===== src/rtl/mac_pkg.sv =====
// Shared constants and helpers for the Wallace-tree multiply-accumulate block.
// Operand/product widths are fixed by the 8x8 multiplier; accumulator and counter widths are defaults.
package mac_pkg;

  localparam int OP_W      = 8;
  localparam int PROD_W    = 16;
  localparam int ACC_W_DEF = 24;
  localparam int CNT_W_DEF = 8;

  // Increment that sticks at max instead of wrapping.
  function automatic logic [31:0] sat_inc(input logic [31:0] v, input logic [31:0] max);
    logic [31:0] r;
    if (v >= max) begin
      r = max;
    end else begin
      r = v + 32'd1;
    end
    return r;
  endfunction

endpackage


===== src/rtl/wallace_mac_acc_wallacetree.sv =====
// Combinational 8x8 unsigned Wallace-tree multiplier (carry-save reduction, one final adder).
// The 64-bit product port keeps the legacy interface; only bits [15:0] carry data.
module wallacetree
  import mac_pkg::*;
(
  input  logic [OP_W-1:0] a,
  input  logic [OP_W-1:0] b,
  output logic [63:0]     p
);

  logic [PROD_W-1:0] pp_s [OP_W];
  logic [PROD_W-1:0] s0_s, c0_s, s1_s, c1_s, s2_s, c2_s, s3_s, c3_s;
  logic [PROD_W-1:0] s4_s, c4_s, s5_s, c5_s, prod_s;

  // 3:2 compressor on whole words; result packs {carry, sum}.
  function automatic logic [2*PROD_W-1:0] csa(input logic [PROD_W-1:0] x,
                                               input logic [PROD_W-1:0] y,
                                               input logic [PROD_W-1:0] z);
    logic [PROD_W-1:0] s;
    logic [PROD_W-1:0] c;
    s = x ^ y ^ z;
    c = ((x & y) | (x & z) | (y & z)) << 1;
    return {c, s};
  endfunction

  // partial products, then four reduction layers 8 -> 6 -> 4 -> 3 -> 2
  always_comb begin
    for (int i = 0; i < OP_W; i++) begin
      pp_s[i] = {8'd0, a & {OP_W{b[i]}}} << i;
    end
    {c0_s, s0_s} = csa(pp_s[0], pp_s[1], pp_s[2]);
    {c1_s, s1_s} = csa(pp_s[3], pp_s[4], pp_s[5]);
    {c2_s, s2_s} = csa(s0_s, c0_s, s1_s);
    {c3_s, s3_s} = csa(c1_s, pp_s[6], pp_s[7]);
    {c4_s, s4_s} = csa(s2_s, c2_s, s3_s);
    {c5_s, s5_s} = csa(s4_s, c4_s, c3_s);
    prod_s = s5_s + c5_s;
    p = {48'd0, prod_s};
  end

endmodule


===== src/rtl/wallace_mac_acc.sv =====
// Three-stage multiply-accumulate: operand register, product register, running sum and result.
// A pending result that the consumer has not taken freezes the whole pipeline.
module wallace_mac_acc
  import mac_pkg::*;
#(
  parameter int ACC_W = ACC_W_DEF,
  parameter int CNT_W = CNT_W_DEF
) (
  input  logic             clk,
  input  logic             rst_n,
  input  logic             in_valid,
  output logic             in_ready,
  input  logic [OP_W-1:0]  in_a,
  input  logic [OP_W-1:0]  in_b,
  input  logic             in_last,
  output logic             out_valid,
  input  logic             out_ready,
  output logic [ACC_W-1:0] out_acc,
  output logic [CNT_W-1:0] out_count,
  output logic             out_ovf
);

  localparam logic [31:0] CNT_MAX = 32'((64'd1 << CNT_W) - 64'd1);

  logic              v1_r, last1_r, v2_r, last2_r, ovf_r;
  logic [OP_W-1:0]   a1_r, b1_r;
  logic [PROD_W-1:0] p2_r;
  logic [ACC_W-1:0]  acc_r;
  logic [CNT_W-1:0]  cnt_r;

  logic              stall_s, accept_s, ovf_n_s;
  logic [ACC_W:0]    sum_s;
  logic [CNT_W-1:0]  cnt_n_s;
  logic [63:0]       mult_s;
  logic [PROD_W-1:0] mult_lo_s;
  logic [47:0]       mult_unused_s;

  assign stall_s  = out_valid && !out_ready;
  assign in_ready = !stall_s;
  assign accept_s = in_valid && in_ready;

  wallacetree u_mult (
    .a (a1_r),
    .b (b1_r),
    .p (mult_s)
  );

  assign mult_lo_s     = mult_s[PROD_W-1:0];
  assign mult_unused_s = mult_s[63:PROD_W];

  // next running values for the S3 update
  always_comb begin
    sum_s   = {1'b0, acc_r} + {{(ACC_W + 1 - PROD_W){1'b0}}, p2_r};
    ovf_n_s = ovf_r | sum_s[ACC_W];
    cnt_n_s = CNT_W'(sat_inc(32'(cnt_r), CNT_MAX));
  end

  // S1 operand and S2 product registers
  always_ff @(posedge clk) begin
    if (!rst_n) begin
      v1_r    <= 1'b0;
      a1_r    <= '0;
      b1_r    <= '0;
      last1_r <= 1'b0;
      v2_r    <= 1'b0;
      p2_r    <= '0;
      last2_r <= 1'b0;
    end else if (!stall_s) begin
      v1_r <= accept_s;
      if (accept_s) begin
        a1_r    <= in_a;
        b1_r    <= in_b;
        last1_r <= in_last;
      end
      v2_r    <= v1_r;
      p2_r    <= mult_lo_s;
      last2_r <= last1_r;
    end
  end

  // S3 running sum and result registers; not stalled implies any held result is being taken
  always_ff @(posedge clk) begin
    if (!rst_n) begin
      acc_r     <= '0;
      cnt_r     <= '0;
      ovf_r     <= 1'b0;
      out_acc   <= '0;
      out_count <= '0;
      out_ovf   <= 1'b0;
      out_valid <= 1'b0;
    end else if (!stall_s) begin
      if (v2_r && last2_r) begin
        out_acc   <= sum_s[ACC_W-1:0];
        out_count <= cnt_n_s;
        out_ovf   <= ovf_n_s;
        out_valid <= 1'b1;
        acc_r     <= '0;
        cnt_r     <= '0;
        ovf_r     <= 1'b0;
      end else begin
        out_valid <= 1'b0;
        if (v2_r) begin
          acc_r <= sum_s[ACC_W-1:0];
          cnt_r <= cnt_n_s;
          ovf_r <= ovf_n_s;
        end
      end
    end
  end

endmodule


===== config.mk =====
export PLATFORM = sky130hd
export DESIGN_NAME = wallace_mac_acc
export DESIGN_NICKNAME = d
export VERILOG_FILES = /design/src/rtl/mac_pkg.sv /design/src/rtl/wallace_mac_acc_wallacetree.sv /design/src/rtl/wallace_mac_acc.sv
export SDC_FILE = /design/constraint.sdc
export NUM_CORES = 1
export LEC_CHECK = 0
export CAP_MARGIN = 10
export CORE_MARGIN = 3
export CORE_UTILIZATION = 59
export CTS_CLUSTER_DIAMETER = 200
export DETAILED_ROUTE_END_ITERATION = 6
export PLACE_DENSITY = 0.81
export SKIP_CTS_REPAIR_TIMING = 1
export SLEW_MARGIN = 10
export SYNTH_ARGS = -nofsm -noshare
export SYNTH_HDL_FRONTEND = slang
export SYNTH_SLANG_ARGS = --single-unit

===== constraint.sdc =====
create_clock -name clk -period 5.26 [get_ports clk]
set_input_delay 0.789 -clock clk [delete_from_list [all_inputs] [get_ports clk]]
set_output_delay 0.789 -clock clk [all_outputs]
set_load 0.01 [all_outputs]

# [After elaboration in Yosys (flattened, before gate mapping)]
# Cells that the tools add are included.
[op_classes] add_sub_neg=3 n_lt_le_gt_ge=1 mux=8 bitwise=52 reduce_logical=9
[op_table] op="15-bit AND" n=10
[op_table] op="15-bit bitwise OR" n=10
[op_table] op="16-bit bitwise XOR" n=5
[op_table] op="8-bit AND" n=8
[op_table] op="24-bit two-way mux" n=2
[op_table] op="24-bit by 16-bit adder with 25-bit output" n=1
[op_table] op="8-bit two-way mux" n=3
[op_table] op="16-bit adder" n=1
[op_table] op="16-bit by 13-bit bitwise XOR with 16-bit output" n=1
[op_table] op="16-bit by 14-bit bitwise XOR with 16-bit output" n=1
[op_table] op="16-bit by 15-bit bitwise XOR with 16-bit output" n=1
[op_table] op="14-bit by 15-bit AND with 15-bit output" n=1
[op_table] op="15-bit by 14-bit AND with 15-bit output" n=1
[op_table] op="15-bit by 10-bit bitwise OR with 15-bit output" n=1
[op_table] op="15-bit by 13-bit bitwise OR with 15-bit output" n=1
[op_table] op="11-bit by 13-bit AND with 13-bit output" n=1
[op_table] op="12-bit by 13-bit AND with 13-bit output" n=1
[op_table] op="12-bit by 13-bit bitwise XOR with 13-bit output" n=1
[op_table] op="11-bit by 12-bit AND with 12-bit output" n=1
[op_table] op="11-bit by 12-bit bitwise XOR with 12-bit output" n=1
[op_table] op="8-bit by 10-bit AND with 10-bit output" n=1
[op_table] op="9-bit by 10-bit AND with 10-bit output" n=1
[op_table] op="9-bit by 10-bit bitwise XOR with 10-bit output" n=1
[op_table] op="8-bit by 9-bit AND with 9-bit output" n=1
[op_table] op="10 further kinds" n=17
[totals] reg_bits=103 input_bits=21 output_inout_bits=35 word_cells=87

# [Longest topological paths before layout]
# Gate-level depths: netlist of run 1.
[logic_depth] ltp_word=14 mapped_depth=17 ltp_nobuf=16

# [By module]
# A second synthesis of run 1 with hierarchy kept.
[unflattened] hier_cells=849 area_unflattened_um2=7050.5
[modules_own_cells] mod="wallace_mac_acc" n_inst=1 cells_each=595 area_each_um2=4787.1 seq_area_each_um2=2062.0
[modules_own_cells] mod="wallacetree" n_inst=1 cells_each=254 area_each_um2=2263.4 seq_area_each_um2=0.0

# [Worst setup path after synthesis of run 1]
# OpenSTA, ideal clock, no wires.
[synth_timing] path_kind="reg2reg" startpoint="register b1_r[0]" endpoint="register p2_r[15]" setup_ps=122 t_arrival_ps=4162 setup_slack_ps=976 stages_incl_launch_ff=16 path_buffers=1 period_less_slack_ps=4284 cell_sequence="dfxtp_1 -> clkbuf_1 -> nand2_1 -> fa_1 -> fa_1 -> fa_1 -> inv_1 -> ha_1 -> ha_1 -> fa_1 -> a211oi_1 -> o21bai_1 -> a21boi_0 -> o21ai_0 -> mux2i_1 -> a311o_1"
[synth_between] elab_chain_cells=14 elab_cells_between_ends=29 cone_classes="add/sub (1); bitwise (28)"
[synth_rtl] item="from (decl)" line="wallace_mac_acc.sv:26" rtl="logic [OP_W-1:0] a1_r, b1_r;"
[synth_rtl] item="from (signal assigned)" line="wallace_mac_acc.sv:72" rtl="b1_r <= in_b;"
[synth_rtl] item="8-bit AND *" line="wallace_mac_acc_wallacetree.sv:29" rtl="pp_s[i] = {8'd0, a & {OP_W{b[i]}}} << i;"
[synth_rtl] item="8-bit by 9-bit AND with 9-bit output or 8-bit by 10-bit AND with 10-bit output (tied branches)" line="wallace_mac_acc_wallacetree.sv:22" rtl="c = ((x & y) | (x & z) | (y & z)) << 1;"
[synth_rtl] item="15-bit bitwise OR" line="wallace_mac_acc_wallacetree.sv:22"
[synth_rtl] item="15-bit by 10-bit bitwise OR with 15-bit output" line="wallace_mac_acc_wallacetree.sv:22"
[synth_rtl] item="15-bit AND" line="wallace_mac_acc_wallacetree.sv:22"
[synth_rtl] item="15-bit bitwise OR (2 in series)" line="wallace_mac_acc_wallacetree.sv:22"
[synth_rtl] item="15-bit AND" line="wallace_mac_acc_wallacetree.sv:22"
[synth_rtl] item="15-bit bitwise OR (2 in series)" line="wallace_mac_acc_wallacetree.sv:22"
[synth_rtl] item="15-bit AND" line="wallace_mac_acc_wallacetree.sv:22"
[synth_rtl] item="15-bit bitwise OR (2 in series)" line="wallace_mac_acc_wallacetree.sv:22"
[synth_rtl] item="16-bit adder *" line="wallace_mac_acc_wallacetree.sv:37" rtl="prod_s = s5_s + c5_s;"
[synth_rtl] item="to (signal assigned)" line="wallace_mac_acc.sv:76" rtl="p2_r <= mult_lo_s;"
[synth_rtl] item="to (decl)" line="wallace_mac_acc.sv:27" rtl="logic [PROD_W-1:0] p2_r;"
# Mark *: on every way between the ends. The rest lies on a longest branch, timed or not.
# A chain may end at the register's enable or synchronous reset.

# [Worst setup path after layout of run 1]
[layout_timing] startpoint="register b1_r[1]" endpoint="register p2_r[15]"
[layout_between] elab_chain_cells=14 elab_cells_between_ends=29 cone_classes="add/sub (1); bitwise (28)"
[layout_rtl] item="8-bit AND *" line="wallace_mac_acc_wallacetree.sv:29"
[layout_rtl] item="8-bit by 9-bit AND with 9-bit output" line="wallace_mac_acc_wallacetree.sv:22"
[layout_rtl] item="15-bit bitwise OR" line="wallace_mac_acc_wallacetree.sv:22"
[layout_rtl] item="15-bit by 10-bit bitwise OR with 15-bit output" line="wallace_mac_acc_wallacetree.sv:22"
[layout_rtl] item="15-bit AND" line="wallace_mac_acc_wallacetree.sv:22"
[layout_rtl] item="15-bit bitwise OR (2 in series)" line="wallace_mac_acc_wallacetree.sv:22"
[layout_rtl] item="15-bit AND" line="wallace_mac_acc_wallacetree.sv:22"
[layout_rtl] item="15-bit bitwise OR (2 in series)" line="wallace_mac_acc_wallacetree.sv:22"
[layout_rtl] item="15-bit AND" line="wallace_mac_acc_wallacetree.sv:22"
[layout_rtl] item="15-bit bitwise OR (2 in series)" line="wallace_mac_acc_wallacetree.sv:22"
[layout_rtl] item="16-bit adder *" line="wallace_mac_acc_wallacetree.sv:37"
# Marked as above.

==> results.sh, run 1 <==
export IMPL_outcome="complete, no violations"
export IMPL_die_width_um=114
export IMPL_max_root_sink_buffers=2
export IMPL_synthMostInstantiatedCell="sky130_fd_sc_hd__nand2_1"
export IMPL_placed_cells_incl_taps=991
export IMPL_r2r_end="p2_r[15]"
export IMPL_ctsHtreeMaxLevel=3
export IMPL_timing_critical_path_mode_cell="sky130_fd_sc_hd__fa_1"
export IMPL_die_h_um=114
export IMPL_layout_min_cycle_time_ns=4.64
export IMPL_rr_startpoint="b1_r[1]"
export IMPL_grt_first_pass_wirelength_mm=29.3
export IMPL_multiInputGateArea_mm2=0.00451
export IMPL_post_drt_via_cell_ratio=6.15
export IMPL_crit_fanout=9
export IMPL_fmax_mhz=216
export IMPL_report_final_slew_viol_count=0
export IMPL_synth_area_per_cell_um2=8.27
export IMPL_clock_insertion_delay_worst_skew_ns=0.36
export IMPL_initial_utilization_pct=62.0
export IMPL_unrepaired_setup_endpoints_after_global_routing="no"
export IMPL_seq_area_mm2=0.00206
export IMPL_place_detailed_hpwl_mm=12.3
export IMPL_ys_seq_elements=103
export IMPL_ys_seq_area_share_pct=29.8
export IMPL_numCtsBuffers=9
export IMPL_synth_edf_count=0
export IMPL_layout_drive_gt1_share_pct=4.15
export IMPL_routedWlPerCell_um=17.2
export IMPL_synth_yosys_warnings=0
export IMPL_timing_critical_path_to_type="flop"
export IMPL_dr_iter_0_viols=648
export IMPL_synth_top_cell_by_area="sky130_fd_sc_hd__dfxtp_1"
export IMPL_grt_antenna_before_repair=0
export IMPL_logic_depth_of_the_worst_register_to_register_path=14
export IMPL_fin_tns_setup_ns=0
export IMPL_final_setup_skew_ns=0.00572
export IMPL_synthDistinctLibCells=60
export IMPL_preCtsSetupSlack_ns=0.688
export IMPL_tightestPinTransition_ns=0.967
export IMPL_hold_path_end="acc_r[9]"
export IMPL_drt_pre_antenna_iters=6
export IMPL_syn2layout_area_growth_pct=13.1
export IMPL_cts_tree="built"
export IMPL_clkTransAtPathRegs_ns=0.08
export IMPL_timing_max_slew_rel_slack_pct=35.5
export IMPL_critical_path_arrival_ns=4.89
export IMPL_post_route_insts_no_fill=1007
export IMPL_design_die_area_mm2=0.0131
export IMPL_clock_root_cell="sky130_fd_sc_hd__clkbuf_16"
export IMPL_post_route_drc_count=0
export IMPL_layout_nets=965
export IMPL_netlist_area_mm2=0.00693
export IMPL_design_portCount=56
export IMPL_ys_top_cells_by_count="sky130_fd_sc_hd__nand2_1 (126), sky130_fd_sc_hd__dfxtp_1 (103), sky130_fd_sc_hd__a21oi_1 (75)"
export IMPL_number_of_endpoints_failing_setup_at_the_final_stage=0
export IMPL_gp_routability_congestion=0.943
export IMPL_num_vias=6195
export IMPL_synthCells=838
export IMPL_core_area_mm2=0.0112
export IMPL_grt_max_degree=54
export IMPL_wirelength_mm=17.4
export IMPL_syn_num_nets=941
export IMPL_grt_pass1_vias=6090
export IMPL_worst_setup_path_startpoint="b1_r[1]"
export IMPL_power_per_cell_area_mw_per_mm2=217
export IMPL_timing_final_hold_violations=0
export IMPL_post_synth_top_area_fraction_pct=29.8
export IMPL_synth_area_leaders="sky130_fd_sc_hd__dfxtp_1 (30%), sky130_fd_sc_hd__fa_1 (12%), sky130_fd_sc_hd__ha_1 (7.6%)"
export IMPL_cp_cell_sequence="nand2_1 -> fa_1 -> fa_1 -> fa_1 -> inv_1 -> ha_1 -> ha_1 -> fa_1 -> a211oi_1 -> o21bai_1 -> a21boi_0 -> o21ai_0 -> mux2i_1 -> a311o_1"
export IMPL_num_rows=38
export IMPL_drv_max_cap_violation_count=0
export IMPL_holdPathStages=2
export IMPL_post_route_antenna_net_violation_count=0
export IMPL_detailed_place_area_mm2=0.00752
export IMPL_grt_remaining_overflow=0
export IMPL_min_from="acc_r[9]"
export IMPL_num_fill_cells=900
export IMPL_cts_num_sinks=103
export IMPL_start_kind="flop"
export IMPL_crit_type="flop to flop"
export IMPL_max_stage_delay_ns=0.54
export IMPL_io_buffer_count=55
export IMPL_holdCritPathClass="flop to flop"
export IMPL_final_hold_worst_slack_ns=0.463
export IMPL_p_leak_nw=3.19
export IMPL_fin_area_mm2=0.00784
export IMPL_ff2ff_setup_slack_ns=0.62
export IMPL_final_period_utilization_pct=88.2
export IMPL_antenna_cells=0
export IMPL_yosys_most_used_dff="sky130_fd_sc_hd__dfxtp_1"
export IMPL_async_flop_share_pct=0
export IMPL_vdd_ir_drop_max_mv=0.281
export IMPL_timing_critical_path_slowest_stage_cell="sky130_fd_sc_hd__fa_1"
export IMPL_grt_usage_pct=27.5
export IMPL_crit_required_ns=5.51
export IMPL_final_setup_worst_slack_ns=0.622
cell families after synthesis:
| family | share of synthesized area (%) |
|---|---|
| xor gates and xnor gates | 1.77 |
| muxes | 0.885 |
| and+or+nand+nor | 24.2 |
| AOI/OAI and AO/OA | 19.1 |
| DFF | 29.8 |
| adders and majority gates | 19.1 |
| buffers and inverters | 5.20 |
worst max-delay path: cells and delay by family (launching register included):
| family | cells | cell delay (ns) |
|---|---|---|
| AOI/OAI and AO/OA | 5 | 1.14 |
| and+or+nand+nor | 1 | 0.12 |
| adders and majority gates | 6 | 2.54 |
| buffers and inverters | 1 | 0.04 |
| DFF | 1 | 0.52 |
| muxes | 1 | 0.16 |
how the worst max path moves through the flow:
stage	end	depth (start not counted)
2_1_floorplan	p2_r[15]	15
3_3_place_gp	p2_r[15]	14
3_5_place_dp	p2_r[15]	14
4_1_cts	p2_r[15]	14
5_1_grt	p2_r[15]	14
6_report	p2_r[15]	14
placed cells by master (no fill, tap or decap), types with 9 or more instances in the layout:
master | Yosys | final
sky130_fd_sc_hd__xnor2_1 | 11 | 11
sky130_fd_sc_hd__a31oi_1 | 12 | 12
sky130_fd_sc_hd__and3_1 | 15 | 15
sky130_fd_sc_hd__or3_1 | 14 | 14
sky130_fd_sc_hd__clkdlybuf4s50_1 | 0 | 55
sky130_fd_sc_hd__ha_1 | 42 | 42
sky130_fd_sc_hd__inv_1 | 41 | 40
sky130_fd_sc_hd__and2_1 | 52 | 52
sky130_fd_sc_hd__nand2_1 | 126 | 126
sky130_fd_sc_hd__nor2_1 | 51 | 50
sky130_fd_sc_hd__a21oi_1 | 75 | 75
sky130_fd_sc_hd__dfxtp_1 | 103 | 103
sky130_fd_sc_hd__nand3_1 | 33 | 33
sky130_fd_sc_hd__nand4_1 | 13 | 13
sky130_fd_sc_hd__a21o_1 | 9 | 9
sky130_fd_sc_hd__fa_1 | 40 | 40
sky130_fd_sc_hd__o21ai_0 | 27 | 27
sky130_fd_sc_hd__a211oi_1 | 14 | 14
sky130_fd_sc_hd__clkbuf_16 | 0 | 9
sky130_fd_sc_hd__a311oi_1 | 9 | 9
stage by stage:
step	total power [mW]	util, %
after global placement	0.985	67.3
after floorplan	0.936	-
after detailed placement	0.991	67.3
final	1.70	70.2
after global routing	1.76	70.2
after CTS	1.71	70.2
where the power goes:
part / leakage [nW] / internal (mW) / total [mW] / switching, mW
clock network: 0.159 / 0.386 / 0.725 / 0.339
logic: 2.19 / 0.0622 / 0.157 / 0.0948
registers: 0.834 / 0.795 / 0.818 / 0.0230
total: 3.19 / 1.24 / 1.70 / 0.457
final cells by class:
class | instances | area share [%]
clock buffers | 9 | 2.87
clock inverters | 7 | 1.25
inverters | 42 | 2.01
multi-input cells | 643 | 57.5
flip-flops and latches | 103 | 26.3
well taps | 140 | 2.23
repair buffers | 63 | 7.79
registers in the layout, indices dropped and copies added (netlist names):
register / count
last2_r: 1
acc_r: 24
v1_r: 1
out_valid: 1
b1_r: 8
ovf_r: 1
v2_r: 1
last1_r: 1
p2_r: 16
out_ovf: 1
out_count: 8
cnt_r: 8
out_acc: 24
a1_r: 8
layer usage:
metal	vias to the layer above	track usage, %	routed length (um)
met2	177	42.9	7940
met5	-	0	0
met3	24	5.71	987
li1	3005	-	-
met1	2989	38.7	8150
met4	0	8.00	281
Note: power is estimated with default switching activity, not from simulation.
==> run 2: changes to the inputs <==
--- a/config.mk
+++ b/config.mk
@@ -6,7 +6,6 @@
 export NUM_CORES = 1
 export LEC_CHECK = 0
 export CAP_MARGIN = 10
-export CORE_MARGIN = 3
 export CORE_UTILIZATION = 59
 export CTS_CLUSTER_DIAMETER = 200
 export DETAILED_ROUTE_END_ITERATION = 6
==> run 2 against run 1 <==
Worst hold slack lost 0.0034 ns. Sequential share of layout area grew 0.059 points. Critical path depth is the same. Clock power shrank 6.3%. Sequential power is essentially flat. Highest routed layer unchanged. Utilization shrank 1.7 points.
==> results.sh, run 2 (same netlist as run 1, synthesis figures left out) <==
export IMPL_outcome="complete, no violations"
export IMPL_switching_power_total_mw=0.415
export IMPL_grt_remaining_overflow=0
export IMPL_top_regs="acc_r (24), out_acc (24), p2_r (16)"
export IMPL_layout_min_cycle_time_ns=4.68
export IMPL_die_width_um=110
export IMPL_power_switching_fraction_pct=25.1
export IMPL_post_route_drc_count=0
export IMPL_fmax_mhz=214
export IMPL_drt_pre_antenna_iters=4
export IMPL_report_final_slew_viol_count=0
export IMPL_num_vias=6111
export IMPL_io_buffer_count=55
export IMPL_timing_critical_path_to_type="flop"
export IMPL_max_stage_delay_ns=0.54
export IMPL_layout_drive_gt1_share_pct=4.04
export IMPL_most_frequent_cells_in_the_layout="sky130_fd_sc_hd__nand2_1 (126), sky130_fd_sc_hd__dfxtp_1 (103), sky130_fd_sc_hd__a21oi_1 (75), sky130_fd_sc_hd__clkdlybuf4s50_1 (55), sky130_fd_sc_hd__and2_1 (52)"
export IMPL_grt_max_degree=54
export IMPL_clock_root_cell="sky130_fd_sc_hd__clkbuf_16"
export IMPL_wirelength_mm=16.3
export IMPL_cts_tree="built"
export IMPL_post_drt_via_cell_ratio=6.06
export IMPL_vdd_ir_drop_max_mv=0.337
export IMPL_critical_path_arrival_ns=4.91
export IMPL_rr_startpoint="b1_r[0]"
export IMPL_num_rows=39
export IMPL_r2r_end="p2_r[15]"
export IMPL_start_kind="flop"
export IMPL_grt_antenna_before_repair=0
export IMPL_initial_utilization_pct=60.7
export IMPL_number_of_endpoints_failing_setup_at_the_final_stage=0
export IMPL_grt_usage_pct=28.5
export IMPL_numCtsBuffers=9
export IMPL_power_share_sequential_pct=49.6
export IMPL_logic_depth_of_the_worst_register_to_register_path=14
export IMPL_antenna_cells=0
export IMPL_die_h_um=110
export IMPL_final_setup_skew_ns=0.00707
export IMPL_holdCritPathClass="flop to flop"
export IMPL_syn2layout_area_growth_pct=12.9
export IMPL_cts_num_sinks=103
export IMPL_ctsHtreeMaxLevel=3
export IMPL_drv_max_cap_violation_count=0
export IMPL_timing_critical_path_slowest_stage_cell="sky130_fd_sc_hd__fa_1"
export IMPL_place_detailed_hpwl_mm=11.6
export IMPL_min_from="acc_r[9]"
export IMPL_ff2ff_setup_slack_ns=0.58
export IMPL_gp_routability_congestion=0.928
export IMPL_power_frac_comb_pct=9.3
export IMPL_max_root_sink_buffers=2
export IMPL_worstPathBufferInverterCount=1
export IMPL_crit_required_ns=5.49
export IMPL_dr_iter_0_viols=523
export IMPL_layout_nets=966
export IMPL_core_area_mm2=0.0114
export IMPL_cp_cell_sequence="nand2_1 -> fa_1 -> fa_1 -> fa_1 -> inv_1 -> ha_1 -> ha_1 -> fa_1 -> a211oi_1 -> o21bai_1 -> a21boi_0 -> o21ai_0 -> mux2i_1 -> a311o_1"
export IMPL_fin_tns_setup_ns=0
export IMPL_design_portCount=56
export IMPL_hold_path_end="acc_r[9]"
export IMPL_post_route_insts_no_fill=1009
export IMPL_most_common_cell_after_layout_fill_and_taps_aside="sky130_fd_sc_hd__nand2_1"
export IMPL_design_die_area_mm2=0.0122
export IMPL_crit_type="flop to flop"
export IMPL_timing_max_slew_rel_slack_pct=36.1
export IMPL_holdPathStages=2
export IMPL_grt_pass1_vias=5681
export IMPL_clkTransAtPathRegs_ns=0.07
export IMPL_final_period_utilization_pct=88.9
export IMPL_post_route_antenna_net_violation_count=0
export IMPL_power_per_cell_area_mw_per_mm2=211
export IMPL_routedWlPerCell_um=16.2
export IMPL_placed_cells_incl_taps=995
export IMPL_num_fill_cells=977
export IMPL_timing_critical_path_mode_cell="sky130_fd_sc_hd__fa_1"
export IMPL_p_leak_nw=3.17
export IMPL_tightestPinTransition_ns=0.959
export IMPL_clock_insertion_delay_worst_skew_ns=0.35
export IMPL_p_clk_share_pct=41.1
export IMPL_grt_first_pass_wirelength_mm=27.0
export IMPL_unrepaired_setup_endpoints_after_global_routing="no"
export IMPL_crit_fanout=9
export IMPL_cp_top_family="adder cells"
export IMPL_internal_power_mw=1.24
export IMPL_timing_final_hold_violations=0
==> run 2: cell types whose count changed in the layout (fill, tap and decap cells not counted) <==
cell,before,now
sky130_fd_sc_hd__buf_4,8,9
sky130_fd_sc_hd__clkbuf_8,0,1
sky130_fd_sc_hd__clkinv_8,1,0
sky130_fd_sc_hd__clkinvlp_4,0,1
sky130_fd_sc_hd__inv_8,3,0
==> run 2: worst max path at each step <==
stage / start / end / slack [ns] / depth (start not counted)
floorplan: b1_r[0] / p2_r[15] / 0.98 / 15
global placement: b1_r[0] / p2_r[15] / 0.74 / 14
detailed placement: b1_r[0] / p2_r[15] / 0.69 / 14
CTS: b1_r[0] / p2_r[15] / 0.61 / 14
global route: b1_r[0] / p2_r[15] / 0.35 / 14
finish: b1_r[0] / p2_r[15] / 0.58 / 14
==> run 2: worst register-to-register path, cell delays in order (launching register included) <==
cell and delay (ns):
sky130_fd_sc_hd__dfxtp_1 0.51, sky130_fd_sc_hd__nand2_1 0.14, sky130_fd_sc_hd__fa_1 0.54, sky130_fd_sc_hd__fa_1 0.53, sky130_fd_sc_hd__fa_1 0.54, sky130_fd_sc_hd__inv_1 0.04, sky130_fd_sc_hd__ha_1 0.30, sky130_fd_sc_hd__ha_1 0.23
sky130_fd_sc_hd__fa_1 0.44, sky130_fd_sc_hd__a211oi_1 0.31, sky130_fd_sc_hd__o21bai_1 0.17, sky130_fd_sc_hd__a21boi_0 0.21, sky130_fd_sc_hd__o21ai_0 0.14, sky130_fd_sc_hd__mux2i_1 0.14, sky130_fd_sc_hd__a311o_1 0.33
==> run 2: per-stage QoR <==
step           setup slack [ns]  utilization (%)  power [mW]  cell area [um2]  hold slack (ns)
6_report                  0.583             68.5        1.65             7820            0.459
5_1_grt                   0.351             68.5        1.71             7820            0.481
4_1_cts                   0.609             68.5        1.66             7820            0.460
3_5_place_dp              0.689             65.9       0.988             7530            0.451
3_3_place_gp              0.744             65.9       0.985             7530            0.441
2_1_floorplan             0.976                -       0.936             6930            0.436
==> run 2: power by group through the flow <==
stage	logic, mW	registers (mW)	clock network, mW
global route	0.175	0.822	0.717
global placement	0.149	0.836	0
detailed placement	0.152	0.837	0
CTS	0.155	0.819	0.691
floorplan	0.111	0.825	0
finish	0.155	0.820	0.679
==> run 2: layout make-up <==
cell class,count,area (um2),share of cell area (%)
repair buffers,64,618,7.90
multi-input cells,643,4510,57.7
inverters,42,158,2.02
clock inverters,4,55.1,0.704
well taps,143,179,2.29
flip-flops and latches,103,2060,26.4
clock buffers,10,239,3.06
==> run 2: layer usage <==
layer	global-route usage [%]	part of all wire (%)
met3	4.64	4.6
met5	0	0
met4	9.59	1.7
met2	44.9	46
met1	39.8	48
